$ cat src/rtl/sel_decode_pkg.sv
// Shared constants, state encoding and field helpers for the sel_decode_32 register-select decoder.
package sel_decode_pkg;

  localparam int unsigned FIELD_W       = 5;
  localparam int unsigned RA_LSB        = 22;
  localparam int unsigned RB_LSB        = 17;
  localparam int unsigned RC_LSB        = 12;
  localparam int unsigned RA_MSB        = RA_LSB + FIELD_W - 1;
  localparam int unsigned RB_MSB        = RB_LSB + FIELD_W - 1;
  localparam int unsigned RC_MSB        = RC_LSB + FIELD_W - 1;
  localparam int unsigned IMM_MSB       = 16;
  localparam int unsigned IR_KEEP_MSB   = RA_MSB;
  localparam int unsigned CNT_W         = 4;
  localparam int unsigned PULSE_LEN_MIN = 1;
  localparam int unsigned PULSE_LEN_MAX = 15;

  typedef logic [0:0] state_t;
  localparam state_t ST_IDLE   = 1'b0;
  localparam state_t ST_ACTIVE = 1'b1;

  typedef struct packed {
    logic gra;
    logic grb;
    logic grc;
  } gr_t;

  typedef struct packed {
    logic r_in;
    logic r_out;
    logic ba_out;
  } bus_t;

  function automatic logic gr_is_onehot(input gr_t gr);
    case (gr)
      3'b100, 3'b010, 3'b001: return 1'b1;
      default:                return 1'b0;
    endcase
  endfunction

  // fields holds ir[RA_MSB:RC_LSB]: Ra in the top five bits, Rc in the bottom five.
  function automatic logic [FIELD_W-1:0] field_index(input logic [RA_MSB-RC_LSB:0] fields,
                                                     input gr_t gr);
    case (gr)
      3'b100:  return fields[RA_MSB-RC_LSB -: FIELD_W];
      3'b010:  return fields[RB_MSB-RC_LSB -: FIELD_W];
      3'b001:  return fields[RC_MSB-RC_LSB -: FIELD_W];
      default: return 5'd0;
    endcase
  endfunction

  function automatic logic [31:0] sext_imm(input logic [IMM_MSB:0] imm);
    return {{(31 - IMM_MSB){imm[IMM_MSB]}}, imm};
  endfunction

endpackage

$ cat src/rtl/sel_decode_32_dec.sv
// Combinational 5-to-32 one-hot decoder used for the register select buses.
module dec_5_32
  import sel_decode_pkg::*;
(
  input  logic [FIELD_W-1:0] idx_i,
  output logic [31:0]        onehot_o
);

  assign onehot_o = 32'h0000_0001 << idx_i;

endmodule

$ cat src/rtl/sel_decode_32.sv
// Register-select decoder: latches an instruction on request, then drives one-hot
// read/write select buses for PULSE_LEN cycles and signals completion with ack.
module sel_decode_32
  import sel_decode_pkg::*;
#(
  parameter int unsigned PULSE_LEN = 1
) (
  input  logic        clk,
  input  logic        clr_n,
  input  logic [31:0] ir,
  input  logic        gra,
  input  logic        grb,
  input  logic        grc,
  input  logic        r_in,
  input  logic        r_out,
  input  logic        ba_out,
  input  logic        req,
  output logic        ready,
  output logic [31:0] reg_in_sel,
  output logic [31:0] reg_out_sel,
  output logic [31:0] c_sext,
  output logic        r0_zero,
  output logic        ack,
  output logic        err
);

  localparam logic [CNT_W-1:0] CNT_LOAD =
      (PULSE_LEN < PULSE_LEN_MIN) ? CNT_W'(PULSE_LEN_MIN) :
      (PULSE_LEN > PULSE_LEN_MAX) ? CNT_W'(PULSE_LEN_MAX) : CNT_W'(PULSE_LEN);

  state_t                 state_q, state_d;
  logic [CNT_W-1:0]       cnt_q, cnt_d;
  logic [IR_KEEP_MSB:0]   ir_q, ir_d;
  gr_t                    gr_q, gr_d;
  bus_t                   bus_q, bus_d;

  logic                   ready_q, ready_d;
  logic [31:0]            reg_in_sel_q, reg_in_sel_d;
  logic [31:0]            reg_out_sel_q, reg_out_sel_d;
  logic [31:0]            c_sext_q, c_sext_d;
  logic                   r0_zero_q, r0_zero_d;
  logic                   ack_q, ack_d;
  logic                   err_q, err_d;

  logic                   accept_s;
  logic                   gr_ok_s;
  logic [FIELD_W-1:0]     idx_s;
  logic [31:0]            onehot_s;
  logic                   active_next_s;
  logic                   r0_hit_s;
  logic                   unused_ir_s;

  // Opcode bits above Ra play no part in select decoding.
  assign unused_ir_s = ^ir[31:IR_KEEP_MSB+1];

  assign accept_s = (state_q == ST_IDLE) && req;

  // Operand capture: a new instruction is taken only on acceptance, otherwise held.
  always_comb begin
    ir_d  = ir_q;
    gr_d  = gr_q;
    bus_d = bus_q;
    if (accept_s) begin
      ir_d  = ir[IR_KEEP_MSB:0];
      gr_d  = {gra, grb, grc};
      bus_d = {r_in, r_out, ba_out};
    end else begin
      ir_d  = ir_q;
      gr_d  = gr_q;
      bus_d = bus_q;
    end
  end

  assign gr_ok_s = gr_is_onehot(gr_d);
  assign idx_s   = field_index(ir_d[RA_MSB:RC_LSB], gr_d);

  dec_5_32 u_dec (
    .idx_i    (idx_s),
    .onehot_o (onehot_s)
  );

  // Sequencer: IDLE accepts requests, ACTIVE counts the hold window down to the ack cycle.
  always_comb begin
    state_d = state_q;
    cnt_d   = cnt_q;
    err_d   = 1'b0;
    case (state_q)
      ST_IDLE: begin
        if (accept_s && gr_ok_s) begin
          state_d = ST_ACTIVE;
          cnt_d   = CNT_LOAD;
        end else if (accept_s) begin
          err_d   = 1'b1;
        end else begin
          state_d = ST_IDLE;
        end
      end
      ST_ACTIVE: begin
        cnt_d = cnt_q - 4'd1;
        if (cnt_q <= 4'd1) begin
          state_d = ST_IDLE;
          cnt_d   = 4'd0;
        end else begin
          state_d = ST_ACTIVE;
        end
      end
      default: begin
        state_d = ST_IDLE;
        cnt_d   = 4'd0;
      end
    endcase
  end

  assign active_next_s = (state_d == ST_ACTIVE);
  // Index 0 via the base-address path means "constant zero", so no register is read.
  assign r0_hit_s      = bus_d.ba_out && (idx_s == 5'd0);

  // Output next-state: computed from the post-edge view so selects appear one cycle after acceptance.
  always_comb begin
    reg_in_sel_d  = 32'h0000_0000;
    reg_out_sel_d = 32'h0000_0000;
    r0_zero_d     = 1'b0;
    if (active_next_s) begin
      reg_in_sel_d  = bus_d.r_in ? onehot_s : 32'h0000_0000;
      reg_out_sel_d = ((bus_d.r_out || bus_d.ba_out) && !r0_hit_s) ? onehot_s : 32'h0000_0000;
      r0_zero_d     = r0_hit_s;
    end else begin
      reg_in_sel_d  = 32'h0000_0000;
      reg_out_sel_d = 32'h0000_0000;
      r0_zero_d     = 1'b0;
    end
    ack_d    = active_next_s && (cnt_d == 4'd1);
    ready_d  = (state_d == ST_IDLE);
    c_sext_d = sext_imm(ir_d[IMM_MSB:0]);
  end

  // State, latched operands and registered outputs.
  always_ff @(posedge clk or negedge clr_n) begin
    if (!clr_n) begin
      state_q       <= ST_IDLE;
      cnt_q         <= 4'd0;
      ir_q          <= '0;
      gr_q          <= 3'b000;
      bus_q         <= 3'b000;
      ready_q       <= 1'b1;
      reg_in_sel_q  <= 32'h0000_0000;
      reg_out_sel_q <= 32'h0000_0000;
      c_sext_q      <= 32'h0000_0000;
      r0_zero_q     <= 1'b0;
      ack_q         <= 1'b0;
      err_q         <= 1'b0;
    end else begin
      state_q       <= state_d;
      cnt_q         <= cnt_d;
      ir_q          <= ir_d;
      gr_q          <= gr_d;
      bus_q         <= bus_d;
      ready_q       <= ready_d;
      reg_in_sel_q  <= reg_in_sel_d;
      reg_out_sel_q <= reg_out_sel_d;
      c_sext_q      <= c_sext_d;
      r0_zero_q     <= r0_zero_d;
      ack_q         <= ack_d;
      err_q         <= err_d;
    end
  end

  assign ready       = ready_q;
  assign reg_in_sel  = reg_in_sel_q;
  assign reg_out_sel = reg_out_sel_q;
  assign c_sext      = c_sext_q;
  assign r0_zero     = r0_zero_q;
  assign ack         = ack_q;
  assign err         = err_q;

endmodule

$ cat config.mk
export PLATFORM = sky130hd
export DESIGN_NAME = sel_decode_32
export DESIGN_NICKNAME = d
export VERILOG_FILES = /design/src/rtl/sel_decode_pkg.sv /design/src/rtl/sel_decode_32_dec.sv /design/src/rtl/sel_decode_32.sv
export SDC_FILE = /design/constraint.sdc
export NUM_CORES = 1
export LEC_CHECK = 0
export CORE_ASPECT_RATIO = 1.2
export CORE_MARGIN = 2
export CORE_UTILIZATION = 35
export CTS_CLUSTER_DIAMETER = 40
export CTS_CLUSTER_SIZE = 16
export DETAILED_ROUTE_END_ITERATION = 6
export GPL_ROUTABILITY_DRIVEN = 0
export HOLD_SLACK_MARGIN = 0.06
export SLEW_MARGIN = 20
export SYNTH_ARGS = -nofsm -noshare
export SYNTH_HDL_FRONTEND = slang
export SYNTH_SLANG_ARGS = --single-unit
export TNS_END_PERCENT = 5
$ cat constraint.sdc
create_clock -name clk -period 6.5 [get_ports clk]
set_input_delay 0.65 -clock clk [delete_from_list [all_inputs] [get_ports clk]]
set_output_delay 0.65 -clock clk [all_outputs]
set_load 0.05 [all_outputs]
Word-level counts from Yosys, hierarchy flattened
Cells that the tools add are included.
{"block": "totals", "ff_bits": 123, "latchBits": 0, "ramBits": 0, "rom_bits": 0, "output_inout_bits": 100, "memories": 0}
{"block": "classes", "n_addsub": 1, "mul": 0, "n_div": 0, "n_lt_le_gt_ge": 1, "n_eq_ne": 4, "shifts": 1, "mux": 19, "bitwise": 2, "n_reduce_logical": 9}
{"operator": "32-bit two-way mux", "n": 4}
{"operator": "1-bit by 5-bit left shift with 32-bit output (first input constant)", "n": 1}
{"operator": "27-bit two-way mux", "n": 1}
{"operator": "5-bit case mux with 3 select lines", "n": 1}
{"operator": "4-bit two-way mux", "n": 2}
{"operator": "4-bit case mux with 2 select lines", "n": 1}
{"operator": "1-bit two-way mux", "n": 7}
{"operator": "3-bit two-way mux", "n": 2}
{"operator": "1-bit logical AND", "n": 5}
{"operator": "5-bit logical NOT", "n": 1}
{"operator": "4-bit by 1-bit equality test with 1-bit output (second input constant)", "n": 1}
{"operator": "4-bit by 1-bit <= comparator with 1-bit output (second input constant)", "n": 1}
{"operator": "4-bit by 1-bit subtractor with 4-bit output (second input constant)", "n": 1}
{"operator": "3-bit by 1-bit equality test with 1-bit output (second input constant)", "n": 1}
{"operator": "3-bit by 2-bit equality test with 1-bit output (second input constant)", "n": 1}
{"operator": "3-bit equality test (second input constant)", "n": 1}
{"operator": "3-bit OR reduction", "n": 1}
{"operator": "1-bit inverter", "n": 2}
{"operator": "1-bit case mux with 2 select lines", "n": 1}
{"operator": "1-bit logical NOT", "n": 1}
{"operator": "1-bit logical OR", "n": 1}

Depth between registers and ports, before layout
Gate-level depths: netlist of run 1.
{"block": "logic_depth", "depth_word": 11, "depth_mapped": 11, "ltp_nobuf": 9}

By module
From an unflattened synthesis of run 1, not the netlist that was laid out.
{"block": "unflattened", "hier_cells": 440, "area_unflattened_um2": 4576.9}
{"mod": "sel_decode_32", "n_inst": 1, "cells_per_inst": 393, "area_each_um2": 4362.9, "seq_area_each_um2": 2653.8}
{"mod": "dec_5_32", "n_inst": 1, "cells_per_inst": 47, "area_each_um2": 214.0, "seq_area_each_um2": 0.0}

Least setup slack after synthesis of run 1
Ideal clock, no wire load.
{"block": "synth_timing", "path_type": "input -> register", "start": "input port req", "end": "register r0_zero_q (netlist: r0_zero)", "setup_time_ns": 0.095, "t_arrival_ns": 2.383, "required_time_ns": 6.405, "setup_slack_ns": 4.022, "stages": 7, "path_cell_list": "buf_4 -> nand2b_4 -> mux2_4 -> a311o_1 -> a31o_1 -> or3_4 -> nor4_4"}
{"element": "start, declared", "line": "sel_decode_32.sv:17", "rtl": "input logic req,"}
{"element": "end signal, assigned", "line": "sel_decode_32.sv:162", "rtl": "r0_zero_q <= r0_zero_d;"}
{"element": "end, declared", "line": "sel_decode_32.sv:41", "rtl": "logic r0_zero_q, r0_zero_d;"}

Worst setup path in the final report of run 1
{"block": "layout_timing", "start": "input port req", "end": "register reg_out_sel_q[17] (netlist: reg_out_sel[17])"}
{"block": "layout_between", "elab_chain_cells": 10, "elab_cells_between_ends": 21, "classes_between": "eq/ne: 3; shift: 1; mux: 9; reduce/logical: 8"}
{"element": "1-bit logical AND (*)", "line": "sel_decode_32.sv:56", "rtl": "assign accept_s = (state_q == ST_IDLE) && req;"}
{"element": "3-bit two-way mux", "line": "sel_decode_32.sv:63", "rtl": "if (accept_s) begin"}
{"element": "3-bit by 1-bit equality test with 1-bit output (tied with other cells)", "line": "sel_decode_pkg.sv:34, sel_decode_pkg.sv:43"}
{"element": "5-bit case mux with 3 select lines", "line": "sel_decode_pkg.sv:43", "rtl": "case (gr)"}
{"element": "5-bit logical NOT", "line": "sel_decode_32.sv:116", "rtl": "assign r0_hit_s = bus_d.ba_out && (idx_s == 5'd0);"}
{"element": "1-bit logical AND", "line": "sel_decode_32.sv:116"}
{"element": "1-bit logical NOT", "line": "sel_decode_32.sv:125", "rtl": "reg_out_sel_d = ((bus_d.r_out || bus_d.ba_out) && !r0_hit_s) ? onehot_s : 32'h0000_0000;"}
{"element": "1-bit logical AND", "line": "sel_decode_32.sv:125"}
{"element": "32-bit two-way mux", "line": "sel_decode_32.sv:125"}
{"element": "32-bit two-way mux (*)", "line": "sel_decode_32.sv:123", "rtl": "if (active_next_s) begin"}
{"element": "named net reg_out_sel_d[17]", "line": "sel_decode_32.sv:39", "rtl": "logic [31:0] reg_out_sel_q, reg_out_sel_d;"}
{"element": "end signal, assigned", "line": "sel_decode_32.sv:160", "rtl": "reg_out_sel_q <= reg_out_sel_d;"}
{"element": "end, declared", "line": "sel_decode_32.sv:39"}
Mark *: on every way through the listed nets, which the timed path passes. The rest lies on a longest branch.

==> results of run 1 <==
## layout make-up
class / count / share of cell area
Tap cell: 161 / 0.03383
Clock inverter: 7 / 0.01093
Multi-Input combinational cell: 243 / 0.2339
Inverter: 14 / 0.008825
Timing Repair Buffer: 137 / 0.2290
Sequential cell: 106 / 0.4457
Clock buffer: 9 / 0.03782
## metal layers
metal  vias to the layer above  track usage  share of wire
met5                         -            0              0
met4                         0      0.07105          0.021
met3                        13      0.01888          0.037
met2                        77       0.2739           0.52
met1                      1558       0.1994           0.42
li1                       1536            -              -
## stage by stage
| stage | setup WS [ns] | total power, mW | util | area [um2] |
|---|---|---|---|---|
| 6_report | 3.106 | 2.555 | 0.4872 | 5954 |
| 3_5_place_dp | 2.686 | 2.053 | 0.4635 | 5664 |
| 4_1_cts | 3.026 | 2.577 | 0.4872 | 5954 |
| 2_1_floorplan | 4.022 | 1.793 | - | 4420 |
| 3_3_place_gp | 2.723 | 2.033 | 0.4635 | 5664 |
| 5_1_grt | 2.780 | 2.690 | 0.4872 | 5954 |
## kinds of logic after synthesis
| logic type | count (synthesis) |
|---|---|
| AOI/OAI and AO/OA | 36 |
| buffers and inverters | 63 |
| and+or+nand+nor | 191 |
| DFF | 106 |
| muxes | 12 |
| adders and majority gates | 2 |
| xor gates and xnor gates | 2 |
## synthesized netlist by cell type (all sizes together), types with 2 or more instances
library cell  number  share of area
nand3              9          0.010
nor4bb             6          0.014
dfrtp            105           0.59
and4b              2         0.0045
a31oi              9          0.014
nor3              11          0.014
a211oi             2         0.0045
a22o               2         0.0040
nand3b             6          0.010
and3              10          0.014
and2               4         0.0057
nor2b              2         0.0028
o21ai              7         0.0079
mux2               3         0.0085
o211ai             2         0.0034
nand2b             7          0.012
clkbuf             8         0.0068
nand2             72          0.061
nor4               2         0.0062
o22ai              3         0.0042
inv               14          0.012
nor2              57          0.048
ha                 2         0.0057
o22a               2         0.0042
mux2i              9          0.023
buf               41          0.067
## worst min path at each step
stage | startpoint | cells past startpoint | slack, ns | endpoint
6_report | clr_n | 1 | 0.22 | reg_out_sel[11]$_DFF_PN0_
5_1_grt | clr_n | 1 | 0.24 | reg_in_sel[15]$_DFF_PN0_
3_5_place_dp | ir_q[25]$_DFF_PN0_ | 2 | 0.47 | ir_q[25]$_DFF_PN0_
4_1_cts | clr_n | 1 | 0.22 | reg_out_sel[11]$_DFF_PN0_
2_1_floorplan | clr_n | 0 | 0.35 | ack$_DFF_PN0_
3_3_place_gp | bus_q[1]$_DFF_PN0_ | 2 | 0.46 | bus_q[1]$_DFF_PN0_
## worst register-to-register path: cells and delay by family (launching register included)
| kind | cells | cell delay, ns |
|---|---|---|
| buf+inv | 1 | 0.13 |
| mux | 1 | 0.49 |
| compound gates | 1 | 0.41 |
| flops | 1 | 0.61 |
| simple gates | 4 | 1.44 |
## state kept, by name (all words and copies together) (netlist names), 3 cells and up
signal and flops:
bus_q 3, c_sext 16, reg_out_sel 32, gr_q 3, ir_q 11, reg_in_sel 32, cnt_q 4
## power groups by stage
| stage | registers, mW | logic [mW] | clock network (mW) |
|---|---|---|---|
| after floorplan | 0.930 | 0.863 | 0 |
| after global placement | 0.866 | 1.17 | 0 |
| after detailed placement | 0.872 | 1.18 | 0 |
| after CTS | 0.859 | 1.18 | 0.534 |
| after global routing | 0.874 | 1.25 | 0.564 |
| final | 0.858 | 1.17 | 0.527 |
==> reports/metrics.yaml, run 1 <==
drt:
  first_pass_iters: 4
  wl_um: 10430
  drt_iter0_markers: 109
  drc: 0
  drtAntennaViolNets: 0
  vias: 3184
  wl_per_cell_um: 15.41
  viasPerCell: 4.703
yosys:
  synthCells: 412
  async_flop_share: 1.000
  synth_edf_count: 0
  synth.distinct_cells: 53
  synth_top_family_by_area: "simple AND/OR/NAND/NOR gates"
  synth_compound_area_frac: 0.06482
  synth_warnings: 0
  ys_seq_area_frac: 0.6003
  syn_nets: 455
  synthAdderAreaFrac: 0.005661
  syn-cell-area_um2: 4420
  synth_ff_type: "dfrtp_1"
  synthMuxAreaShare: 0.03170
  synth_xor_area_frac: 0.003963
  synth-simple-area-share: 0.2083
  postSynthAreaPerCell_um2: 10.73
  synth_seq_cells: 106
cells_and_area:
  final_cell_mix: "134 x clkdlybuf4s50_1, 105 x dfrtp_1, 72 x nand2_1"
  multi_input_area_um2: 1393
  seq_area_um2: 2654
  antenna_cells: 0
  mostFrequentLayoutCell: "clkdlybuf4s50_1"
  fill_cells: 1135
  drive_gt1_frac: 0.07171
  final_cells: 677
  syn2layout_area_growth_pct: 34.70
  nNetsFinal: 554
clock_network:
  clock_path_buffers: 2
  cts_sinks: 106
  postCtsResizedCells: 0
  root_buffer: "clkbuf_16"
  cts_tree: "done"
  cts_hold_buf: 0
  h-tree-depth: 3
  numCtsBuffers: 9
  clk_latency_ns: 0.35
  post_cts_buffers: 0
  clkTransAtPathRegs_ns: 0.07
critical_path:
  end_kind: "flip-flop"
  timing.reg2reg.setup_slack_ns: 3.35
  critPathSlowestCell: "clkdlybuf4s50_1"
  worstReg2RegStart: "state_q$_DFF_PN0_"
  path_cells: "clkdlybuf4s50_1, nor2b_2, buf_4, mux2i_1, o22ai_1, a22o_1, nand2_1, nor3_1"
  cp_num_buf_inv: 2
  timing.rr.end: "reg_in_sel[29]$_DFF_PN0_"
  cp_max_fo: 22
  required_ns: 6.76
  worst_ep_arrival_time_ns: 3.65
  critPathKind: "in2reg"
  critPathTopFamily: "simple AND/OR/NAND/NOR gates"
  cp.depth: 8
  critPathLaunchType: "primary input"
  cp-endpoint: "reg_out_sel[17]$_DFF_PN0_"
  worstRegToRegCells: 7
  critical_path.max_stage_delay_ns: 0.67
  critPathLaunch: "req"
global_routing:
  grt_first_pass_wirelength_um: 16550
  grt_pass1_vias: 3130
  antenna_found_initial: 0
  gr-total-overflow: 0
  grt_max_degree: 76
  grt_usage: 0.1585
sta:
  min_period_over_period: 0.5221
  rsz0062_at_grt: "false"
  slew_viol_final: 0
  relSlewSlack: 0.3798
  clock_skew_ns: 0.006191
  tightest_slew_ns: 0.9302
  fmax_mhz: 294.7
  finalHoldViolations: 0
  hold_slack_ns: 0.2161
  setup_tns_ns: 0
  period_minus_slack_ns: 3.394
  finalSetupViolCount: 0
floorplanning:
  dieHeight_um: 127.1
  die_area_um2: 13550
  fp-row-count: 44
  die_x_um: 106.6
  initial_core_util: 0.3617
  core_region_area_um2: 12220
  pin_count: 141
power:
  combPwrFrac: 0.458
  leakagePower_nw: 2.690
  p_sw_frac: 0.4467
  p_switching_mw: 1.142
  ir_drop_v: 0.0002429
  p_clk_frac: 0.206
  p_per_area_nw_per_um2: 429.1
  power_frac_seq: 0.336
  intPower_mw: 1.414
placement:
  dpl.hpwl_um: 7467
  dpl.cell_count: 661
  numPortBuffers: 135
flow_run:
  drv_cap: 0
worst_hold_path:
  holdCritPathClass: "in2async"
outcome:
  status: "complete, no violations"
No activity file was read; power rests on OpenSTA's default activity.
==> inputs of run 2 (changes only) <==
==> constraint.sdc (replaced) <==
create_clock -name clk -period 3.5 [get_ports clk]
set_input_delay 0.35 -clock clk [delete_from_list [all_inputs] [get_ports clk]]
set_output_delay 0.35 -clock clk [all_outputs]
set_load 0.05 [all_outputs]
==> run 2 against run 1 <==
  * Flip-flop and latch count unchanged
  * Critical path depth unchanged
  * Via count increased by 0.91%
  * Sequential power increased by 84%
  * Hold slack got worse by 0.13 ns
  * Clock-buffer cell count increased by 1
  * Critical endpoint unchanged
  * Largest cell class unchanged
  * Largest power group unchanged
==> reports/metrics.yaml, run 2 (synthesis results as in run 1) <==
clock_network:
  cts_hold_buf: 0
  cts_tree: "done"
  clock_path_buffers: 2
  post_cts_buffers: 0
  root_buffer: "clkbuf_16"
  postCtsResizedCells: 0
  clkTransAtPathRegs_ns: 0.07
  h-tree-depth: 3
  clk_latency_ns: 0.35
  numCtsBuffers: 9
  cts_sinks: 106
drt:
  drc: 0
  drtAntennaViolNets: 0
  first_pass_iters: 4
  viasPerCell: 4.691
  wl_um: 10470
  wl_per_cell_um: 15.29
  drt_iter0_markers: 103
  vias: 3213
power:
  ir_drop_v: 0.0004276
  p_switching_mw: 2.117
  combPwrFrac: 0.467
  p_clk_frac: 0.206
  leakagePower_nw: 2.740
  intPower_mw: 2.692
  power_frac_seq: 0.328
  p_sw_frac: 0.4403
  p_total_mw: 4.809
  p_per_area_nw_per_um2: 797.3
flow_run:
  drv_cap: 0
cells_and_area:
  final_cell_mix: "134 x clkdlybuf4s50_1, 105 x dfrtp_1, 72 x nand2_1"
  antenna_cells: 0
  mostFrequentLayoutCell: "clkdlybuf4s50_1"
  drive_gt1_frac: 0.08588
  syn2layout_area_growth_pct: 36.46
  nNetsFinal: 562
critical_path:
  timing.reg2reg.setup_slack_ns: 0.84
  critical_path.max_stage_delay_ns: 0.58
  worstReg2RegStart: "cnt_q[0]$_DFF_PN0_"
  end_kind: "flip-flop"
  critPathTopFamily: "simple AND/OR/NAND/NOR gates"
  worst_ep_arrival_time_ns: 3.00
  cp_max_fo: 13
  critPathLaunchType: "primary input"
  cp.depth: 8
  path_cells: "clkdlybuf4s50_1, buf_4, nor4bb_1, a31oi_1, o22ai_1, a22o_1, nand2_1, nor3_1"
  critPathSlowestCell: "clkdlybuf4s50_1"
  cp_num_buf_inv: 2
  critPathLaunch: "req"
  required_ns: 3.76
  worstRegToRegCells: 9
  critPathKind: "in2reg"
worst_hold_path:
  holdCritPathClass: "in2async"
global_routing:
  grt_usage: 0.1571
  grt_first_pass_wirelength_um: 16290
  grt_pass1_vias: 3102
  antenna_found_initial: 0
  grt_max_degree: 63
  gr-total-overflow: 0
sta:
  relSlewSlack: 0.4935
  rsz0062_at_grt: "false"
  clock_skew_ns: 0.01212
  setup_tns_ns: 0
  finalSetupViolCount: 0
  tightest_slew_ns: 0.7598
  fmax_mhz: 364.4
  hold_slack_ns: 0.08214
  period_minus_slack_ns: 2.744
  min_period_over_period: 0.7841
  finalHoldViolations: 0
  slew_viol_final: 0
floorplanning:
  fp-row-count: 44
  core_region_area_um2: 12220
  dieHeight_um: 127.1
  initial_core_util: 0.3617
  die_x_um: 106.6
  pin_count: 141
  die_area_um2: 13550
placement:
  numPortBuffers: 135
  dpl.hpwl_um: 7721
outcome:
  status: "complete, no violations"
==> run 2: metal layers <==
layer  global-route usage  wire length [um]  vias up
met3              0.02041               353       12
met4              0.06875               184        0
met1               0.2015              4457     1575
met5                    0                 0        -
li1                     -                 -     1552
met2               0.2664              5476       74
==> run 2: layout make-up <==
type / count / area (um2)
Sequential cell: 106 / 2654
Tap cell: 161 / 201.4
Fill cell: 1172 / 6190
Inverter: 14 / 52.55
Timing Repair Buffer: 145 / 1436
Clock inverter: 6 / 56.30
Clock buffer: 10 / 239.0
Multi-Input combinational cell: 243 / 1393
==> run 2: path summary, 6_finish.rpt <==
kind                                        endpoint
setup / recovery           reg_out_sel[17]$_DFF_PN0_
hold / removal             reg_out_sel[11]$_DFF_PN0_
setup reg to reg           reg_out_sel[26]$_DFF_PN0_
hold reg to reg                c_sext[3]$_DFFE_PN0N_
max in group asynchronous      c_sext[9]$_DFFE_PN0N_
min in group clk               c_sext[3]$_DFFE_PN0N_
==> run 2: power groups by stage <==
stage	registers [mW]	logic, mW	clock network (mW)
3_3_place_gp	1.59	2.23	0
3_5_place_dp	1.60	2.25	0
5_1_grt	1.61	2.39	1.06
6_report	1.58	2.24	0.990
2_1_floorplan	1.73	1.60	0
4_1_cts	1.58	2.26	1.01
==> run 2: through the flow <==
step | utilization | std cells | instance area, um2 | worst slack [ns]
after global placement | 0.4694 | 669 | 5737 | 0.4744
final | 0.4936 | 685 | 6032 | 0.7555
after global routing | 0.4936 | 685 | 6032 | 0.4985
after CTS | 0.4936 | 685 | 6032 | 0.7961
after floorplan | - | 412 | 4420 | 1.322
after detailed placement | 0.4694 | 669 | 5737 | 0.4274
==> run 2: worst register-to-register path, cell delays in order, from the launching register on <==
cell     delay, ns
dfrtp_1       0.43
inv_1         0.07
ha_1          0.18
nor2_1        0.06
o31ai_1       0.57
and2_1        0.38
inv_1         0.12
and2_1        0.20
nand2_1       0.42
nor2_1        0.10
==> inputs of run 3 (changes only) <==
--- a/config.mk
+++ b/config.mk
@@ -13,6 +13,7 @@
 export DETAILED_ROUTE_END_ITERATION = 6
 export GPL_ROUTABILITY_DRIVEN = 0
 export HOLD_SLACK_MARGIN = 0.06
+export PLACE_DENSITY = 0.66
 export SLEW_MARGIN = 20
 export SYNTH_ARGS = -nofsm -noshare
 export SYNTH_HDL_FRONTEND = slang
==> constraint.sdc (replaced) <==
create_clock -name clk -period 2.3 [get_ports clk]
set_input_delay 0.23 -clock clk [delete_from_list [all_inputs] [get_ports clk]]
set_output_delay 0.23 -clock clk [all_outputs]
set_load 0.05 [all_outputs]
==> run 3 against run 2 <==
  * Global-route usage rose by 1.0 points
  * Hold slack improved by 0.31 ns
  * Sequential power rose by 53%
  * Critical path depth fell by 1
  * Setup slack got worse by 0.70 ns
  * Total power rose by 66%
  * Wire length rose by 4.7%
  * Sequential share of layout area fell by 3.5 points
  * Critical path type is now reg2reg
  * Largest cell class unchanged
==> reports/metrics.yaml, run 3 (synthesis results as in run 1) <==
outcome:
  status: "complete, no violations"
cells_and_area:
  nNetsFinal: 612
  drive_gt1_frac: 0.1916
  syn2layout_area_growth_pct: 48.32
  antenna_cells: 0
  mostFrequentLayoutCell: "clkdlybuf4s50_1"
  final_cell_mix: "131 x clkdlybuf4s50_1, 104 x dfrtp_1, 71 x nand2_1"
critical_path:
  critical_path.max_stage_delay_ns: 0.46
  critPathSlowestCell: "dfrtp_2"
  required_ns: 2.56
  end_kind: "flip-flop"
  timing.reg2reg.setup_slack_ns: 0.06
  timing.rr.end: "r0_zero$_DFF_PN0_"
  cp_num_buf_inv: 1
  cp_max_fo: 6
  worst_ep_arrival_time_ns: 2.50
  critPathKind: "reg2reg"
  worstRegToRegCells: 7
  critPathTopFamily: "simple AND/OR/NAND/NOR gates"
  worstReg2RegStart: "state_q$_DFF_PN0_"
  path_cells: "nand2b_4, buf_4, and3_1, a311o_1, a31o_1, or3_4, nor4_4"
  critPathLaunch: "state_q$_DFF_PN0_"
  critPathLaunchType: "flip-flop"
power:
  leakagePower_nw: 3.034
  p_sw_frac: 0.4255
  combPwrFrac: 0.500
  intPower_mw: 4.583
  ir_drop_v: 0.0006644
  p_per_area_nw_per_um2: 1217
  power_frac_seq: 0.302
  p_clk_frac: 0.198
  p_switching_mw: 3.394
sta:
  fmax_mhz: 446.2
  slew_viol_final: 0
  finalSetupViolCount: 0
  hold_slack_ns: 0.3886
  period_minus_slack_ns: 2.241
  rsz0062_at_grt: "true"
  tightest_slew_ns: 0.5531
  finalHoldViolations: 0
  relSlewSlack: 0.6301
  min_period_over_period: 0.9743
  fin_ws_ns: 0.05903
  clock_skew_ns: 0.009678
clock_network:
  clk_latency_ns: 0.35
  root_buffer: "clkbuf_16"
  clock_path_buffers: 2
  cts_tree: "done"
  numCtsBuffers: 9
  clkTransAtPathRegs_ns: 0.07
  cts_sinks: 106
  h-tree-depth: 3
drt:
  vias: 3391
  drtAntennaViolNets: 0
  wl_um: 10960
  drt_iter0_markers: 175
  wl_per_cell_um: 14.91
  drc: 0
  first_pass_iters: 4
  viasPerCell: 4.614
global_routing:
  grt_usage: 0.1673
  grt_first_pass_wirelength_um: 17720
  grt_pass1_vias: 3478
  grt_max_degree: 66
  antenna_found_initial: 0
  gr-total-overflow: 0
placement:
  post-place-ws_ns: -0.3434
  numPortBuffers: 135
  dpl.hpwl_um: 8356
worst_hold_path:
  worstHoldPathCells: 3
  holdCritPathClass: "in2reg"
  min_to: "err$_DFF_PN0_"
  min_from: "gra"
floorplanning:
  pin_count: 141
  fp-row-count: 44
  core_region_area_um2: 12220
  die_x_um: 106.6
  die_area_um2: 13550
  initial_core_util: 0.3617
  dieHeight_um: 127.1
flow_run:
  drv_cap: 0
[run 3: cell types whose count changed in the layout (fill, tap and decap cells not counted), sizes merged]
cell,change
inv,-1
dlymetal6s2s,+3
buf,+49
clkinvlp,-1
dlygate4sd3,+1
bufinv,+1
clkbuf,-1
clkinv,+2
clkdlybuf4s50,-3
[run 3: metrics by stage]
step	cells	cell area, um2	setup TNS, ns	utilization	total power, mW
floorplan	412	4420	0	-	5.068
global placement	716	6090	-14.34	0.4983	6.197
detailed placement	716	6090	-17.85	0.4983	6.277
CTS	733	6414	0	0.5248	7.875
global route	735	6556	-0.2711	0.5364	8.392
finish	735	6556	0	0.5364	7.977
[run 3: metal layers]
| metal | vias up | GRT usage | share of wire |
|---|---|---|---|
| met3 | 18 | 0.02092 | 0.036 |
| met4 | 0 | 0.07487 | 0.023 |
| met2 | 88 | 0.2960 | 0.53 |
| met1 | 1633 | 0.2035 | 0.41 |
| li1 | 1652 | - | - |
| met5 | - | 0 | 0 |
[run 3: repair_timing]
item / in CTS / in global routing
setup endpoints to repair: 14 / 63
hold buffers: 1 / 0
pin swaps: 0 / 5
setup buffers: 0 / 2
endpoints found under the hold margin: 41 / 0
gates resized for setup: 1 / 26
[run 3: tightest hold or removal path, cell delays in order]
cell	delay, ns
dlymetal6s2s_1	0.24
buf_4	0.17
a211oi_1	0.05
[run 3: area by class of cell]
| type | count | area, um2 |
|---|---|---|
| well taps | 161 | 201.4 |
| clock inverters | 7 | 83.83 |
| inverters | 14 | 52.55 |
| clock buffers | 9 | 225.2 |
| repair buffers | 195 | 1826 |
| fillers | 1101 | 5665 |
| multi-input cells | 243 | 1513 |
| flip-flops and latches | 106 | 2655 |
[run 3: worst max path at each step]
stage | endpoint | slack, ns | cells after the start
3_3_place_gp | reg_out_sel[12]$_DFF_PN0_ | -0.28 | 9
3_5_place_dp | reg_out_sel[12]$_DFF_PN0_ | -0.34 | 9
4_1_cts | reg_in_sel[16]$_DFF_PN0_ | 0.009 | 9
5_1_grt | reg_in_sel[24]$_DFF_PN0_ | -0.04 | 9
2_1_floorplan | reg_in_sel[10]$_DFF_PN0_ | 0.15 | 10
6_report | r0_zero$_DFF_PN0_ | 0.06 | 7
[run 3: power groups by stage]
stage                     Combinational, mW  Clock [mW]  Sequential (mW)
after floorplan                        2.44           0             2.63
after global placement                 3.78           0             2.41
after detailed placement               3.85           0             2.43
after CTS                              3.86        1.62             2.39
after global routing                   4.24        1.70             2.45
final                                  3.98        1.58             2.41
